## config.mk

```make
export PLATFORM = sky130hd
export DESIGN_NAME = bip_core_ext
export DESIGN_NICKNAME = d
export VERILOG_FILES = /design/src/rtl/bip_core_ext.sv
export SDC_FILE = /design/constraint.sdc
export NUM_CORES = 1
export LEC_CHECK = 0
export ABC_AREA = 1
export BUFFER_PORTS_ARGS = -buffer_cell sky130_fd_sc_hd__buf_2
export CAP_MARGIN = 20
export CORE_ASPECT_RATIO = 1.5
export CORE_MARGIN = 8
export CORE_UTILIZATION = 60
export CTS_CLUSTER_DIAMETER = 100
export CTS_CLUSTER_SIZE = 24
export DETAILED_ROUTE_END_ITERATION = 8
export PLACE_DENSITY = 0.88
export SLEW_MARGIN = 15
export SYNTH_ARGS = -nofsm -noshare
export SYNTH_HDL_FRONTEND = slang
export SYNTH_SLANG_ARGS = --single-unit
```

## constraint.sdc

```tcl
create_clock -name i_clk -period 5.6 [get_ports i_clk]
set_input_delay 0.84 -clock i_clk [delete_from_list [all_inputs] [get_ports i_clk]]
set_output_delay 0.84 -clock i_clk [all_outputs]
set_load 0.05 [all_outputs]
```

## src/rtl/bip_core_ext.sv

```systemverilog
// bip_core_ext: multi-cycle accumulator CPU (FETCH -> DECODE -> EXEC) driving
// synchronous-read program and data memories (1-cycle read latency).
// Optional macro BIP_LOGIC_OPS_EN adds AND/ANDI/OR/ORI/XOR opcodes.
// Ports: i_clk, i_rst (sync, active-high), i_start run request,
//   i_instruc / i_data_memory memory read data,
//   o_addr_program_mem (PC), o_addr_data_mem, o_data_memory (ACC),
//   o_WrRam / o_RdRam data strobes (DECODE only), o_acc,
//   o_cycle_count (saturating), o_halted (HALT state).
module bip_core_ext #(
    parameter int NB_INSTRUC = 16,
    parameter int NB_OPCODE  = 5,
    parameter int NB_ADDR    = 11,
    parameter int NB_DATA    = 16,
    parameter int NB_CYCLES  = 32
) (
    input  logic                  i_clk,
    input  logic                  i_rst,
    input  logic                  i_start,
    input  logic [NB_INSTRUC-1:0] i_instruc,
    input  logic [NB_DATA-1:0]    i_data_memory,
    output logic [NB_ADDR-1:0]    o_addr_program_mem,
    output logic [NB_ADDR-1:0]    o_addr_data_mem,
    output logic [NB_DATA-1:0]    o_data_memory,
    output logic                  o_WrRam,
    output logic                  o_RdRam,
    output logic [NB_DATA-1:0]    o_acc,
    output logic [NB_CYCLES-1:0]  o_cycle_count,
    output logic                  o_halted
);

    typedef enum logic [2:0] {
        IDLE,
        FETCH,
        DECODE,
        EXEC,
        HALT
    } state_t;

    localparam logic [NB_OPCODE-1:0] OP_HLT  = NB_OPCODE'('h00);
    localparam logic [NB_OPCODE-1:0] OP_STO  = NB_OPCODE'('h01);
    localparam logic [NB_OPCODE-1:0] OP_LD   = NB_OPCODE'('h02);
    localparam logic [NB_OPCODE-1:0] OP_LDI  = NB_OPCODE'('h03);
    localparam logic [NB_OPCODE-1:0] OP_ADD  = NB_OPCODE'('h04);
    localparam logic [NB_OPCODE-1:0] OP_ADDI = NB_OPCODE'('h05);
    localparam logic [NB_OPCODE-1:0] OP_SUB  = NB_OPCODE'('h06);
    localparam logic [NB_OPCODE-1:0] OP_SUBI = NB_OPCODE'('h07);
`ifdef BIP_LOGIC_OPS_EN
    localparam logic [NB_OPCODE-1:0] OP_AND  = NB_OPCODE'('h08);
    localparam logic [NB_OPCODE-1:0] OP_ANDI = NB_OPCODE'('h09);
    localparam logic [NB_OPCODE-1:0] OP_OR   = NB_OPCODE'('h0A);
    localparam logic [NB_OPCODE-1:0] OP_ORI  = NB_OPCODE'('h0B);
    localparam logic [NB_OPCODE-1:0] OP_XOR  = NB_OPCODE'('h0C);
`endif

    state_t                 state;
    state_t                 next_state;
    logic [NB_ADDR-1:0]     pc;
    logic [NB_DATA-1:0]     acc;
    logic [NB_DATA-1:0]     acc_next;
    logic [NB_INSTRUC-1:0]  ir;
    logic [NB_CYCLES-1:0]   cycle_count;
    logic [NB_CYCLES-1:0]   cycle_inc;

    logic [NB_OPCODE-1:0]   dec_op;
    logic [NB_ADDR-1:0]     dec_operand;
    logic [NB_OPCODE-1:0]   ir_op;
    logic [NB_ADDR-1:0]     ir_operand;
    logic [NB_DATA-1:0]     imm_ext;

    function automatic logic reads_mem(input logic [NB_OPCODE-1:0] op);
        logic r;
        r = (op == OP_LD) || (op == OP_ADD) || (op == OP_SUB);
`ifdef BIP_LOGIC_OPS_EN
        r = r || (op == OP_AND) || (op == OP_OR) || (op == OP_XOR);
`endif
        return r;
    endfunction

    // In DECODE the fetched word is only on i_instruc (IR loads at the
    // end of DECODE), so data address and strobes decode it directly.
    assign dec_op      = i_instruc[NB_INSTRUC-1 -: NB_OPCODE];
    assign dec_operand = i_instruc[NB_ADDR-1:0];
    assign ir_op       = ir[NB_INSTRUC-1 -: NB_OPCODE];
    assign ir_operand  = ir[NB_ADDR-1:0];
    assign imm_ext     = {{(NB_DATA-NB_ADDR){ir_operand[NB_ADDR-1]}},
                          ir_operand};

    assign cycle_inc = (&cycle_count) ? cycle_count
                                      : cycle_count + NB_CYCLES'(1);

    // Next state and memory strobes. Strobes are masked by i_rst so a
    // reset landing in DECODE cannot commit a store on that edge.
    always_comb begin
        next_state      = state;
        o_RdRam         = 1'b0;
        o_WrRam         = 1'b0;
        o_addr_data_mem = ir_operand;
        unique case (state)
            IDLE, HALT: begin
                if (i_start) next_state = FETCH;
            end
            FETCH: begin
                next_state = DECODE;
            end
            DECODE: begin
                o_addr_data_mem = dec_operand;
                o_RdRam = !i_rst && reads_mem(dec_op);
                o_WrRam = !i_rst && (dec_op == OP_STO);
                next_state = (dec_op == OP_HLT) ? HALT : EXEC;
            end
            EXEC: begin
                next_state = FETCH;
            end
            default: begin
                next_state = IDLE;
            end
        endcase
        if (i_rst) next_state = IDLE;
    end

    always_comb begin
        acc_next = acc;
        unique case (ir_op)
            OP_LD:   acc_next = i_data_memory;
            OP_LDI:  acc_next = imm_ext;
            OP_ADD:  acc_next = acc + i_data_memory;
            OP_ADDI: acc_next = acc + imm_ext;
            OP_SUB:  acc_next = acc - i_data_memory;
            OP_SUBI: acc_next = acc - imm_ext;
`ifdef BIP_LOGIC_OPS_EN
            OP_AND:  acc_next = acc & i_data_memory;
            OP_ANDI: acc_next = acc & imm_ext;
            OP_OR:   acc_next = acc | i_data_memory;
            OP_ORI:  acc_next = acc | imm_ext;
            OP_XOR:  acc_next = acc ^ i_data_memory;
`endif
            default: acc_next = acc;
        endcase
    end

    always_ff @(posedge i_clk) begin
        if (i_rst) begin
            state <= IDLE;
        end else begin
            state <= next_state;
        end
    end

    always_ff @(posedge i_clk) begin
        if (i_rst) begin
            pc          <= '0;
            acc         <= '0;
            ir          <= '0;
            cycle_count <= '0;
        end else begin
            unique case (state)
                IDLE, HALT: begin
                    if (i_start) begin
                        pc          <= '0;
                        acc         <= '0;
                        cycle_count <= '0;
                    end
                end
                FETCH: begin
                    cycle_count <= cycle_inc;
                end
                DECODE: begin
                    ir          <= i_instruc;
                    cycle_count <= cycle_inc;
                end
                EXEC: begin
                    acc         <= acc_next;
                    pc          <= pc + NB_ADDR'(1);
                    cycle_count <= cycle_inc;
                end
                default: begin
                    cycle_count <= cycle_count;
                end
            endcase
        end
    end

    assign o_addr_program_mem = pc;
    assign o_data_memory      = acc;
    assign o_acc              = acc;
    assign o_cycle_count      = cycle_count;
    assign o_halted           = (state == HALT);

endmodule

```

* After elaboration in Yosys (flattened, before gate mapping)
Cells that the tools add are included.
** Storage, ports and cells
- Register bits after elaboration :: 78
- Output and inout port bits :: 89
- Logic and storage cells :: 57
** Cells by class
- Add/subtract/negate cells :: 6
- Eq/ne operators :: 17
- Mux-type cells :: 14
- Reductions and logical operators :: 15
** Operator list (count)
- $pmux W16 S6 :: 1
- $mux W32 :: 2
- $pmux W32 S2 :: 1
- $add A16 B16 Y16 :: 2
- $add A32 B1 Y32 const B :: 1
- $pmux W16 S2 :: 1
- $reduce_and A32 Y1 :: 1
- $sub A16 B16 Y16 :: 2
- $eq A5 B3 Y1 const B :: 6
- $mux W11 :: 2
- $pmux W11 S2 :: 1
- $mux W16 :: 1
- $eq A5 B2 Y1 const B :: 3
- $pmux W3 S4 :: 1
- $add A11 B1 Y11 const B :: 1
- $ne A7 B1 Y1 const B :: 1
- $eq A3 B2 Y1 const B :: 2
- $mux W3 :: 2
- $reduce_and A3 Y1 :: 2
- $eq A5 B1 Y1 const B :: 1
- $logic_not A5 Y1 :: 1
- $ne A2 B2 Y1 const B :: 2
- $reduce_bool A2 Y1 :: 2
- $eq A3 B1 Y1 const B :: 1
- other kinds (9) :: 12

* Longest topological paths before layout
- Word-level depth :: 5
- Depth in mapped cells :: 25
- Mapped depth without buffers :: 25

* Worst setup path after synthesis
Ideal clock, no wire load.
- Path kind :: input -> register
- Start point :: in i_data_memory[0]
- End point :: reg acc[15] (netlist: o_acc[15])
- Arrival time :: 3.253 ns
- Slack :: 2.217 ns
- Cell stages on the path :: 23
- Path buffers :: 0
- Path through :: inv_1 > ha_1 > nand2_1 > nor2_1 > nand3_1 > nor2_1 > inv_1 > nor2_1 > inv_1 > nor2_1 > nand2_1 > o21ai_0 > o21ai_0 > ha_1 > nand2_1 > nor4_1 > nand2_1 > nand3_1 > nand3_1 > nand3_1 > nand2_1 > nand2_1 > a21oi_2
** On the way
- Longest elaborated chain between the ends :: 3
- Elaborated cells between the ends (all ways) :: 4
** Ends and longest elaborated chain
- start: declaration :: RTL line 20 : input logic [NB_DATA-1:0] i_data_memory,
- $sub A16 B16 Y16 or $add A16 B16 Y16 (tied branches) :: RTL line 128, 126
- $pmux W16 S6 (*) :: RTL line 123 : unique case (ir_op)
- $pmux W16 S2 (*) :: RTL line 156 : unique case (state)
- end signal: assignment :: RTL line 172 : acc <= acc_next;
- end: declaration :: RTL line 58 : logic [NB_DATA-1:0] acc;
Mark *: on every way between the ends. The rest lies on a longest branch, timed or not.
A chain may end at the register's enable or synchronous reset.

* Worst setup path in the final report
- Start point :: reg ir[13]
- End point :: reg acc[14] (netlist: o_acc[14])
** On the way
- Longest elaborated chain between the ends :: 3
- Elaborated cells between the ends (all ways) :: 10
** Ends and longest elaborated chain
- start: declaration :: RTL line 60 : logic [NB_INSTRUC-1:0] ir;
- start signal: assignment :: RTL line 168 : ir <= i_instruc;
- $eq A5 B3 Y1 or $eq A5 B2 Y1 (tied branches) :: RTL line 123
- $pmux W16 S6 or $ne A7 B1 Y1 (tied branches)
- $pmux W16 S2 or $reduce_and A3 Y1 (tied branches)
Several ways; a longest one is shown, not always the timed one.

==> impl_metrics.csv <==
group,metric,value,unit
outcome,status,"finished clean",
timing,max-slew-margin-rel,0.392,
timing,fmax,260,MHz
setup_path,critPathMaxFanout,16,
floorplanning,die-area,13700,µm²
clock_tree,cts_resized,0,
logic_synthesis,synthFlopType,"dfxtp_1",
setup_path,crit_buf_inv,2,
setup_path,path_cells,"nand2_2, nor2_8, nand2_1, inv_1, a221oi_1, o21ai_0, o21ai_0, fa_1, nand2_1, nand2_1, nand2_1, nand2_1, a21boi_0, inv_1, nand3_1, nand2_1, nand2_1, nand3_1, nand3_1, nand2_1, a21oi_1",
job,cap_violations,0,
setup_path,worstSetupEndpointType,"flip-flop",
clock_tree,root_buffer,"clkbuf_16",
timing,setup_ws,1.75,ns
timing,fin_hold_ws,0.462,ns
final_layout,diodes,0,
setup_path,worst_ep_required_time,5.87,ns
timing,finClkSkew,0.00672,ns
timing,hold_viol_final,0,
drt,num_vias,6920,
logic_synthesis,synthDistinctLibCells,54,
drt,ant_nets,0,
floorplanning,row_count,45,
logic_synthesis,syn_nets,1023,
final_layout,drive_gt1_frac,0.173,
min_path,min_path_type,"reg -> reg",
clock_tree,clk_pin_slew,0.07,ns
drt,drt_iter0_markers,372,
clock_tree,htree_levels,3,
logic_synthesis,synth_area_per_cell,6.29,µm²
drt,wl,19100,µm
timing,slew_violations,0,
clock_tree,clk-insertion-delay-late,0.34,ns
final_layout,fin_nets,1119,
power,ir_worst_vdd,0.225,mV
timing,rsz0062_at_grt,"no",
placement,post-place-ws,1.70,ns
global_route,grt_pass1_vias,6796,
floorplanning,die_h,139,µm
clock_tree,cts_hold_buf,0,
drt,routed_via_density,5.84,
clock_tree,cts_tree,"yes",
power,leakage,3.10,nW
logic_synthesis,syn_area,6080,µm²
global_route,grt.overflow.total,0,
logic_synthesis,yosys_warnings,0,
setup_path,critPathKind,"reg -> reg",
floorplanning,initial_core_util,0.607,
global_route,grtUsageTotal,0.277,
timing,fin_setup_tns,0,ns
global_route,grt_max_degree,66,
power,p_per_area,254,nW/µm²
setup_path,path_common_cell,"nand2_1",
setup_path,slowest_delay,0.49,ns
timing,setup_viol,0,
logic_synthesis,synth_edf_count,0,
drt,drc,0,
placement,gp_congestion,0.975,
setup_path,arrival,4.12,ns
placement,port_buffers,123,
setup_path,startpoint_type,"flip-flop",
floorplanning,ios,124,
min_path,hold_start,"o_addr_program_mem[10]",
clock_tree,cts_buffer_depth,2,
setup_path,r2r_start,"ir[13]",
drt,drt-pass1-iter-count,5,
placement,dp_hpwl,14400,µm
clock_tree,cts_buffers,9,
logic_synthesis,synth_async_sr_flop_share,0,
clock_tree,clock-sinks,78,
setup_path,cp-startpoint,"ir[13]",
setup_path,critical-path-top-delay-family,"simple AND/OR/NAND/NOR gates",
timing,fin_crit_sh,0.688,
clock_tree,post_cts_buffers,0,
logic_synthesis,synth.ff_latch_count,78,
final_layout,syn_to_final_growth,13.7,%
setup_path,slowest_stage,"dfxtp_1",
logic_synthesis,syn_inst,967,
logic_synthesis,yosysSeqAreaShare,0.257,
timing,worst_pin_slew,0.909,ns
global_route,antenna_found_initial,0,
timing,fin_crit,3.85,ns
drt,routedWlPerCell,16.1,µm
floorplanning,dieWidth,98.2,µm
floorplanning,core_area,10000,µm²
global_route,grt_pass1_wl,31500,µm
worst paths after layout:
path | endpoint | slack (ns) | depth (start not counted)
max | o_acc[14] | 1.75 | 21
min | o_addr_program_mem[10] | 0.46 | 1
max reg2reg | o_acc[14] | 1.75 | 21
min reg2reg | o_addr_program_mem[10] | 0.46 | 1
cell type report:
cell class | instances | area, µm²
Clock buffer | 9 | 225
Multi-Input combinational cell | 720 | 3770
Sequential cell | 78 | 1560
Tap cell | 117 | 146
Clock inverter | 7 | 90.1
Timing Repair Buffer | 124 | 623
Inverter | 130 | 493
Fill cell | 945 | 3110
logic make-up after synthesis:
| group | after synthesis | share of synthesized area |
|---|---|---|
| DFF | 78 | 0.257 |
| buffers and inverters | 169 | 0.122 |
| AOI/OAI and AO/OA | 194 | 0.190 |
| xor gates and xnor gates | 18 | 0.0259 |
| adders and majority gates | 21 | 0.0445 |
| and+or+nand+nor | 487 | 0.360 |
cells in the mapped netlist, types with 2 or more instances:
cell type / instances / area [µm²]
inv_1: 119 / 447
a21boi_0: 2 / 15.0
nor3_1: 21 / 105
o21bai_1: 6 / 45.0
nor2_1: 106 / 398
buf_2: 3 / 15.0
nand2_1: 233 / 875
ha_1: 20 / 250
nor2_2: 4 / 25.0
nand3_1: 64 / 320
nand2_2: 6 / 37.5
or2_2: 8 / 50.1
o21ai_0: 45 / 225
nand3_2: 3 / 30.0
nor2_8: 2 / 40.0
nand3b_1: 5 / 37.5
nor4_2: 2 / 25.0
a311oi_1: 3 / 26.3
nand2_4: 2 / 22.5
buf_4: 17 / 128
a21oi_1: 86 / 430
a31oi_1: 2 / 12.5
buf_6: 5 / 56.3
xnor2_1: 5 / 43.8
o22ai_1: 9 / 56.3
a211oi_1: 15 / 113
nor4_1: 10 / 62.6
dfxtp_1: 78 / 1560
a32oi_1: 2 / 17.5
xor2_1: 13 / 114
and3_1: 2 / 12.5
clkbuf_1: 12 / 45.0
o211ai_1: 5 / 37.5
a221oi_1: 3 / 26.3
a21oi_2: 2 / 17.5
inv_2: 9 / 33.8
o221ai_1: 7 / 61.3
nand4_1: 14 / 87.6
buf_1: 2 / 7.51
worst register-to-register path, cell delays in order, from the launching register on:
cell and delay [ns]:
dfxtp_1 0.49, nand2_2 0.15, nor2_8 0.29, nand2_1 0.39, inv_1 0.25, a221oi_1 0.11, o21ai_0 0.12, o21ai_0 0.18
fa_1 0.44, nand2_1 0.10, nand2_1 0.05, nand2_1 0.07, nand2_1 0.13, a21boi_0 0.26, inv_1 0.16, nand3_1 0.13
nand2_1 0.06, nand2_1 0.06, nand3_1 0.07, nand3_1 0.08, nand2_1 0.06, a21oi_1 0.14
metrics by stage:
step | std cells | total power, mW | utilization | instance area, µm²
6_report | 1185 | 1.76 | 0.690 | 6910
5_1_grt | 1185 | 1.83 | 0.690 | 6910
4_1_cts | 1185 | 1.76 | 0.690 | 6910
3_5_place_dp | 1169 | 1.13 | 0.658 | 6600
3_3_place_gp | 1169 | 1.13 | 0.658 | 6600
2_1_floorplan | 967 | 1.01 | - | 6080
layout by cell type (no fill, tap or decap), types with 14 or more instances in the layout:
cell type / netlist / final
buf_2: 3 / 123
nand2_1: 233 / 233
nor2_1: 106 / 106
nand3_1: 64 / 64
o21ai_0: 45 / 45
a211oi_1: 15 / 15
inv_1: 119 / 119
a21oi_1: 86 / 86
dfxtp_1: 78 / 78
nand4_1: 14 / 14
ha_1: 20 / 20
nor3_1: 21 / 21
where the power goes:
part	total (mW)	switching [mW]	internal [mW]
Combinational	0.520	0.399	0.121
Clock	0.633	0.275	0.358
Sequential	0.605	0.0267	0.578
Total	1.76	0.700	1.06
state kept, by name (all words and copies together) (netlist names):
register / count
o_addr_program_mem: 11
o_cycle_count: 32
o_acc: 16
state: 3
ir: 16
layer usage:
layer,global-route usage,vias up,part of all wire
met4,0.146,0,0.043
met5,0,-,0
li1,-,3393,-
met2,0.509,309,0.51
met1,0.293,3152,0.38
met3,0.0494,66,0.067
(Power assumes the default switching activity.)
